## src/rtl/multicycle_control_unit_if.sv

```systemverilog
// Handshake bundle between the multi-cycle control unit (master) and the XM datapath (slave).
// The master drives the strobes, state, fault and count; the slave drives decode and memory status.
interface multicycle_control_unit_if #(
   parameter int CNT_W = 16
);
   logic             run;
   logic [2:0]       operation;
   logic             alu_no_wb;
   logic             cond_true;
   logic             mem_ready;
   logic             en;
   logic             ir_load;
   logic             pc_inc;
   logic             pc_load;
   logic             lr_save;
   logic             alu_en;
   logic             addr_calc;
   logic             mem_rd;
   logic             mem_wr;
   logic             addr_src_pc;
   logic             reg_wb;
   logic [1:0]       wb_sel;
   logic [2:0]       state;
   logic             fault;
   logic [CNT_W-1:0] instr_count;

   modport master (
      input  run, operation, alu_no_wb, cond_true, mem_ready,
      output en, ir_load, pc_inc, pc_load, lr_save, alu_en, addr_calc,
             mem_rd, mem_wr, addr_src_pc, reg_wb, wb_sel, state, fault, instr_count
   );

   modport slave (
      output run, operation, alu_no_wb, cond_true, mem_ready,
      input  en, ir_load, pc_inc, pc_load, lr_save, alu_en, addr_calc,
             mem_rd, mem_wr, addr_src_pc, reg_wb, wb_sel, state, fault, instr_count
   );
endinterface

```

## src/rtl/multicycle_control_unit.sv

```systemverilog
// Sequencer for the multi-cycle XM datapath: fetch, decode, execute, memory and writeback,
// with a memory-wait timeout that locks into FAULT and a wrapping retired-instruction counter.
module multicycle_control_unit #(
   parameter int MEM_TIMEOUT = 16,
   parameter int CNT_W       = 16
) (
   input logic                        clk,
   input logic                        reset,
   multicycle_control_unit_if.master  bus
);

   typedef enum logic [2:0] {
      FETCH   = 3'd0,
      DECODE  = 3'd1,
      EXECUTE = 3'd2,
      MEM     = 3'd3,
      WB      = 3'd4,
      IDLE    = 3'd5,
      FAULT   = 3'd7
   } state_e;

   localparam logic [2:0] OP_BL   = 3'd0;
   localparam logic [2:0] OP_BCC  = 3'd1;
   localparam logic [2:0] OP_ALU  = 3'd2;
   localparam logic [2:0] OP_LD   = 3'd3;
   localparam logic [2:0] OP_STR  = 3'd4;
   localparam logic [2:0] OP_LDR  = 3'd5;
   localparam logic [2:0] OP_ST   = 3'd6;
   localparam logic [2:0] OP_MOVX = 3'd7;

   localparam int WAIT_W = (MEM_TIMEOUT < 2) ? 1 : $clog2(MEM_TIMEOUT);
   localparam logic [WAIT_W-1:0] WAIT_LAST = WAIT_W'((MEM_TIMEOUT == 0) ? 0 : MEM_TIMEOUT - 1);

   state_e             state_q, state_d;
   logic [WAIT_W-1:0]  wait_q, wait_d;
   logic [CNT_W-1:0]   count_q, count_d;
   logic [2:0]         op_q, op_d;
   logic               noWb_q, noWb_d;
   logic               retire;
   logic               timeoutHit;
   logic               opqIsStore;
   state_e             nextFetch;

   // Last tolerated wait cycle: one more cycle without mem_ready ends in FAULT.
   assign timeoutHit = (MEM_TIMEOUT != 0) && (wait_q == WAIT_LAST);
   assign opqIsStore = (op_q == OP_STR) || (op_q == OP_ST);
   assign nextFetch  = bus.run ? FETCH : IDLE;

   always_ff @(posedge clk or posedge reset) begin
      if (reset) begin
         state_q <= IDLE;
         wait_q  <= '0;
         count_q <= '0;
         op_q    <= '0;
         noWb_q  <= 1'b0;
      end else begin
         state_q <= state_d;
         wait_q  <= wait_d;
         count_q <= count_d;
         op_q    <= op_d;
         noWb_q  <= noWb_d;
      end
   end

   always_comb begin
      state_d         = state_q;
      op_d            = op_q;
      noWb_d          = noWb_q;
      retire          = 1'b0;
      bus.en          = 1'b0;
      bus.ir_load     = 1'b0;
      bus.pc_inc      = 1'b0;
      bus.pc_load     = 1'b0;
      bus.lr_save     = 1'b0;
      bus.alu_en      = 1'b0;
      bus.addr_calc   = 1'b0;
      bus.mem_rd      = 1'b0;
      bus.mem_wr      = 1'b0;
      bus.addr_src_pc = 1'b0;
      bus.reg_wb      = 1'b0;
      bus.wb_sel      = 2'd0;
      bus.fault       = 1'b0;

      case (state_q)
         IDLE: begin
            if (bus.run) state_d = FETCH;
         end
         FETCH: begin
            bus.mem_rd      = 1'b1;
            bus.addr_src_pc = 1'b1;
            if (bus.mem_ready) begin
               bus.ir_load = 1'b1;
               bus.pc_inc  = 1'b1;
               state_d     = DECODE;
            end else if (timeoutHit) begin
               state_d = FAULT;
            end
         end
         DECODE: begin
            bus.en  = 1'b1;
            state_d = EXECUTE;
         end
         EXECUTE: begin
            // The op is captured here so later decoder activity cannot disturb MEM/WB.
            op_d   = bus.operation;
            noWb_d = bus.alu_no_wb;
            case (bus.operation)
               OP_BL: begin
                  bus.lr_save = 1'b1;
                  bus.pc_load = 1'b1;
                  state_d     = nextFetch;
                  retire      = 1'b1;
               end
               OP_BCC: begin
                  bus.pc_load = bus.cond_true;
                  state_d     = nextFetch;
                  retire      = 1'b1;
               end
               OP_ALU: begin
                  bus.alu_en = 1'b1;
                  state_d    = WB;
               end
               OP_LD, OP_STR, OP_LDR, OP_ST: begin
                  bus.addr_calc = 1'b1;
                  state_d       = MEM;
               end
               default: state_d = WB;
            endcase
         end
         MEM: begin
            bus.mem_rd = ~opqIsStore;
            bus.mem_wr = opqIsStore;
            if (bus.mem_ready) begin
               if (opqIsStore) begin
                  state_d = nextFetch;
                  retire  = 1'b1;
               end else begin
                  state_d = WB;
               end
            end else if (timeoutHit) begin
               state_d = FAULT;
            end
         end
         WB: begin
            case (op_q)
               OP_ALU: begin
                  bus.reg_wb = ~noWb_q;
                  bus.wb_sel = 2'd0;
               end
               OP_LD, OP_LDR: begin
                  bus.reg_wb = 1'b1;
                  bus.wb_sel = 2'd1;
               end
               OP_MOVX: begin
                  bus.reg_wb = 1'b1;
                  bus.wb_sel = 2'd2;
               end
               default: bus.reg_wb = 1'b0;
            endcase
            state_d = nextFetch;
            retire  = 1'b1;
         end
         FAULT: begin
            bus.fault = 1'b1;
         end
         default: state_d = IDLE;
      endcase
   end

   // Wait counter restarts on every state change, so entering FETCH or MEM always begins at zero.
   always_comb begin
      wait_d = wait_q;
      if (state_d != state_q) begin
         wait_d = '0;
      end else if (((state_q == FETCH) || (state_q == MEM)) && !bus.mem_ready) begin
         wait_d = wait_q + 1'b1;
      end
   end

   always_comb begin
      count_d = count_q;
      if (retire) count_d = count_q + 1'b1;
   end

   assign bus.state       = state_q;
   assign bus.instr_count = count_q;

endmodule

```

## src/flat_wrapper.sv

```systemverilog
// flat-port wrapper written by rule: the top's interface ports become plain ports
module multicycle_control_unit_flat 
#(
   parameter int MEM_TIMEOUT = 16,
   parameter int CNT_W       = 16
)
  (clk, reset, bus_run, bus_operation, bus_alu_no_wb, bus_cond_true, bus_mem_ready, bus_en, bus_ir_load, bus_pc_inc, bus_pc_load, bus_lr_save, bus_alu_en, bus_addr_calc, bus_mem_rd, bus_mem_wr, bus_addr_src_pc, bus_reg_wb, bus_wb_sel, bus_state, bus_fault, bus_instr_count);
  multicycle_control_unit_if #(.CNT_W(CNT_W)) bus_i ();
  input logic clk;
  input logic reset;
  input wire logic [$bits(bus_i.run)-1:0] bus_run;
  input wire logic [$bits(bus_i.operation)-1:0] bus_operation;
  input wire logic [$bits(bus_i.alu_no_wb)-1:0] bus_alu_no_wb;
  input wire logic [$bits(bus_i.cond_true)-1:0] bus_cond_true;
  input wire logic [$bits(bus_i.mem_ready)-1:0] bus_mem_ready;
  output wire logic [$bits(bus_i.en)-1:0] bus_en;
  output wire logic [$bits(bus_i.ir_load)-1:0] bus_ir_load;
  output wire logic [$bits(bus_i.pc_inc)-1:0] bus_pc_inc;
  output wire logic [$bits(bus_i.pc_load)-1:0] bus_pc_load;
  output wire logic [$bits(bus_i.lr_save)-1:0] bus_lr_save;
  output wire logic [$bits(bus_i.alu_en)-1:0] bus_alu_en;
  output wire logic [$bits(bus_i.addr_calc)-1:0] bus_addr_calc;
  output wire logic [$bits(bus_i.mem_rd)-1:0] bus_mem_rd;
  output wire logic [$bits(bus_i.mem_wr)-1:0] bus_mem_wr;
  output wire logic [$bits(bus_i.addr_src_pc)-1:0] bus_addr_src_pc;
  output wire logic [$bits(bus_i.reg_wb)-1:0] bus_reg_wb;
  output wire logic [$bits(bus_i.wb_sel)-1:0] bus_wb_sel;
  output wire logic [$bits(bus_i.state)-1:0] bus_state;
  output wire logic [$bits(bus_i.fault)-1:0] bus_fault;
  output wire logic [$bits(bus_i.instr_count)-1:0] bus_instr_count;
  assign bus_i.run = bus_run;
  assign bus_i.operation = bus_operation;
  assign bus_i.alu_no_wb = bus_alu_no_wb;
  assign bus_i.cond_true = bus_cond_true;
  assign bus_i.mem_ready = bus_mem_ready;
  assign bus_en = bus_i.en;
  assign bus_ir_load = bus_i.ir_load;
  assign bus_pc_inc = bus_i.pc_inc;
  assign bus_pc_load = bus_i.pc_load;
  assign bus_lr_save = bus_i.lr_save;
  assign bus_alu_en = bus_i.alu_en;
  assign bus_addr_calc = bus_i.addr_calc;
  assign bus_mem_rd = bus_i.mem_rd;
  assign bus_mem_wr = bus_i.mem_wr;
  assign bus_addr_src_pc = bus_i.addr_src_pc;
  assign bus_reg_wb = bus_i.reg_wb;
  assign bus_wb_sel = bus_i.wb_sel;
  assign bus_state = bus_i.state;
  assign bus_fault = bus_i.fault;
  assign bus_instr_count = bus_i.instr_count;
  multicycle_control_unit #(.MEM_TIMEOUT(MEM_TIMEOUT), .CNT_W(CNT_W)) u_core (.clk(clk), .reset(reset), .bus(bus_i));
endmodule
```

## config.mk

```make
export PLATFORM = sky130hd
export DESIGN_NAME = multicycle_control_unit_flat
export DESIGN_NICKNAME = d
export VERILOG_FILES = /design/src/rtl/multicycle_control_unit_if.sv /design/src/rtl/multicycle_control_unit.sv /design/src/flat_wrapper.sv
export SDC_FILE = /design/constraint.sdc
export NUM_CORES = 1
export LEC_CHECK = 0
export CAP_MARGIN = 30
export CORE_MARGIN = 4
export CORE_UTILIZATION = 51
export CTS_CLUSTER_SIZE = 24
export DETAILED_ROUTE_END_ITERATION = 7
export PLACE_DENSITY_LB_ADDON = 0.25
export SLEW_MARGIN = 20
export SYNTH_ARGS = -nofsm -noshare
export SYNTH_HDL_FRONTEND = slang
export SYNTH_SLANG_ARGS = --single-unit
export TNS_END_PERCENT = 10
```

## constraint.sdc

```tcl
create_clock -name clk -period 4.8 [get_ports clk]
set_clock_uncertainty 0.15 [all_clocks]
set_input_delay 0.96 -clock clk [delete_from_list [all_inputs] [get_ports clk]]
set_output_delay 0.96 -clock clk [all_outputs]
set_load 0.05 [all_outputs]
```

==> results.md <==
- Status: completed
- Hold buffers post-CTS: 0
- Met2 wire length: 1776 um
- Site row count: 19
- Worst vdd rail ir drop: about 0.44 mV
- Top sig layer: met4
- Syn nets: ~180
- Hold Startpoint: u_core.bus.instr_count[15]
- Tmin final: 4.083 ns
- Reg clk slew, reported paths: 0.14 ns
- Share of post-route cells with drive strength above 1: 5.213%
- Wire per inst: 14.35 um
- F_max: 244.9 MHz
- Final ANT Viol Nets: 0
- Register area share after synthesis: 43.96%
- Pwr/cell area: 550.9 nW/um2
- Critical path launch point type: primary input
- Die Span Y: 63 um
- GRT Util Overall: 18.26%
- Setup tns final: 0 ns
- Drt pass-1 iters: 4
- Synth cell types: 44
- Leakage: 0.8207 nW
- Worst-margin pin slew: around 0.76 ns
- Post-CTS resize count: 0
- Worst-Skew Late Latency: 0.32 ns
- Clock H-tree levels: 1
- Worst reg2reg path depth: 5
- Hold Path Stages: 1
- Post-Syn Area per Cell: just under 9 um2
- Gate Count Post-Synth: about 170
- Vias per Instance: 5.512
- Post-Syn Area: about 1500 um2
- Max-slew headroom: approximately 50%
- Area after DPL: slightly below 2000 um2
- Placed cell count: 238
- # Post-CTS Setup Buffers: 0
- MaxCap Viol Count: 0
- Met1 wire length: 1524 um
- NumNets Final: approximately 220
- Largest net degree at the start of global routing: 21
- Root Driver: clkbuf_4
- Initial antenna violation count: 0
- Vias in the first global route: approximately 1300
- Top FF cell, synth: dfrtp_1
- Worst r2r src: u_core.bus.state[1]
- Detail Route met3 WL: 163 um
- Initial Util: 54.53%
- Hold Violations, Final: 0
- Ant. Diodes: 0
- Worst EP required: 3.69 ns
- Routed WL: 3473 um
- Core Region: 2829 um2
- FF+latch count, synth: 27
- Post-synth EDFFs: 0
- RSZ-0062 raised after global routing: no
- Crit path max fanout: 10
- Die Span X: 63 um
- Fin cells: ~240
- Drc violations: 0
- DR vias: 1334
- Final Cycle Share: 85.05%
- R2r setup slk: 2.20 ns
- FF-to-FF End: u_core.bus.instr_count[8]
- Post-synth ARST share: 100.0%
- # port buffers: between 40 and 50
- Total CTS buffers: 3
- First-pass GRT wire length: 5996 um
- P&R area growth vs syn: 29.28%
- Hold EP: u_core.bus.instr_count[15]
- Final non-filler cell area: 1994 um2
- Grt ovf: 0
- HPWL after DPL: 2742 um
- Crit path kind: in -> out
- Clk sinks: 27
- Worst-case clock buffer depth: 2
- Die area: 3969 um2
- Max-slew violations: 0
- Drt initial violations: 88
- Arr. time, crit path: 2.97 ns
- Routability cong.: between 0.8 and 0.9
- Hold WC Path Type: reg -> reg
- FILL cells: 242
- YS warnings: 0
- Final setup fails: 0
- # IOs: 42
- CTS tree: yes
- Crit path capture type: output pin
[Yosys cell counts, types with 2 or more instances]
cell type | count | share of area, %
a21oi_1 | 8 | 2.6
buf_2 | 4 | 1.3
clkbuf_1 | 2 | 0.49
dfrtp_1 | 25 | 41
dfstp_2 | 2 | 3.4
ha_1 | 2 | 1.6
inv_1 | 7 | 1.7
nand2_1 | 31 | 7.5
nand3_1 | 8 | 2.6
nand4_1 | 4 | 1.6
nor2_1 | 17 | 4.1
nor2b_1 | 2 | 0.81
nor3_1 | 9 | 2.9
nor4b_1 | 3 | 1.7
o21ai_0 | 2 | 0.65
xnor2_1 | 15 | 8.5
xor2_1 | 5 | 2.8
[stage by stage]
stage	total power, mW	worst slack [ns]	hold slack (ns)	utilization [%]
6_report	1.099	0.7175	0.3259	70.50
5_1_grt	1.169	0.5542	0.3578	70.50
4_1_cts	1.104	0.6972	0.3349	70.50
3_5_place_dp	1.008	0.6952	0.3166	69.57
3_3_place_gp	0.9876	0.8045	0.3106	69.04
2_1_floorplan	0.8313	0.2494	0.2964	-
[per-layer routing]
layer / up-vias / track usage, %
met5: - / 0
met4: 0 / 1.653
met3: 2 / 5.036
met2: 30 / 33.20
met1: 633 / 22.07
li1: 669 / -
[kinds of logic (layout without fill, tap and decap cells)]
kind of cell    Yosys count  count (layout)  share of synthesized area (%)
simple gates             85              85                          27.33
buf+inv                  15              53                          4.218
flops                    27              27                          43.96
mux                       2               2                          1.379
fa+ha+maj                 2               2                          1.622
compound gates           22              22                          10.14
xor+xnor                 20              20                          11.35
[worst max-delay path by stage]
stage | from | end | slack [ns] | depth (start not counted)
after detailed placement | bus_mem_ready | bus_pc_inc | 0.70 | 3
after floorplan | bus_mem_ready | bus_pc_inc | 0.25 | 3
after global placement | bus_operation[2] | bus_addr_calc | 0.80 | 5
final | bus_mem_ready | bus_pc_inc | 0.72 | 3
after CTS | bus_mem_ready | bus_pc_inc | 0.70 | 3
after global routing | bus_mem_ready | bus_pc_inc | 0.55 | 3
[state kept, by name, indices dropped and copies added, names as in the netlist]
name / count
u_core.wait_q: 4
u_core.bus.instr_count: 16
u_core.op_q: 3
u_core.noWb_q: 1
u_core.bus.state: 3
[worst max-delay path: stages]
cell             delay (ns)
clkdlybuf4s50_1        0.65
nor4b_1                0.45
clkdlybuf4s50_1        0.91
[area by class of cell]
type / count / area, um2 / area share [%]
well taps: 31 / 38.79 / 1.945
inverters: 7 / 26.28 / 1.317
multi-input cells: 131 / 799.5 / 40.09
clock buffers: 4 / 26.28 / 1.317
repair buffers: 42 / 425.4 / 21.33
flip-flops and latches: 27 / 678.2 / 34.00
[layout by cell type (no fill, tap or decap), types with 2 or more instances in the layout]
cell type	instances
inv_1	7
nand2_1	31
xor2_1	5
nor2_1	17
o21ai_0	2
xnor2_1	15
ha_1	2
nor2b_1	2
dfstp_2	2
nor3_1	9
dfrtp_1	25
clkbuf_4	3
clkdlybuf4s50_1	41
a21oi_1	8
nor4b_1	3
nand3_1	8
nand4_1	4
[power breakdown]
group,leakage (nW),switching [mW],internal [mW]
clock network,0.0150,0.0648,0.0326
logic,0.451,0.383,0.228
registers,0.354,0.105,0.285
total,0.821,0.553,0.546
Power figures use the tool's default switching activity.
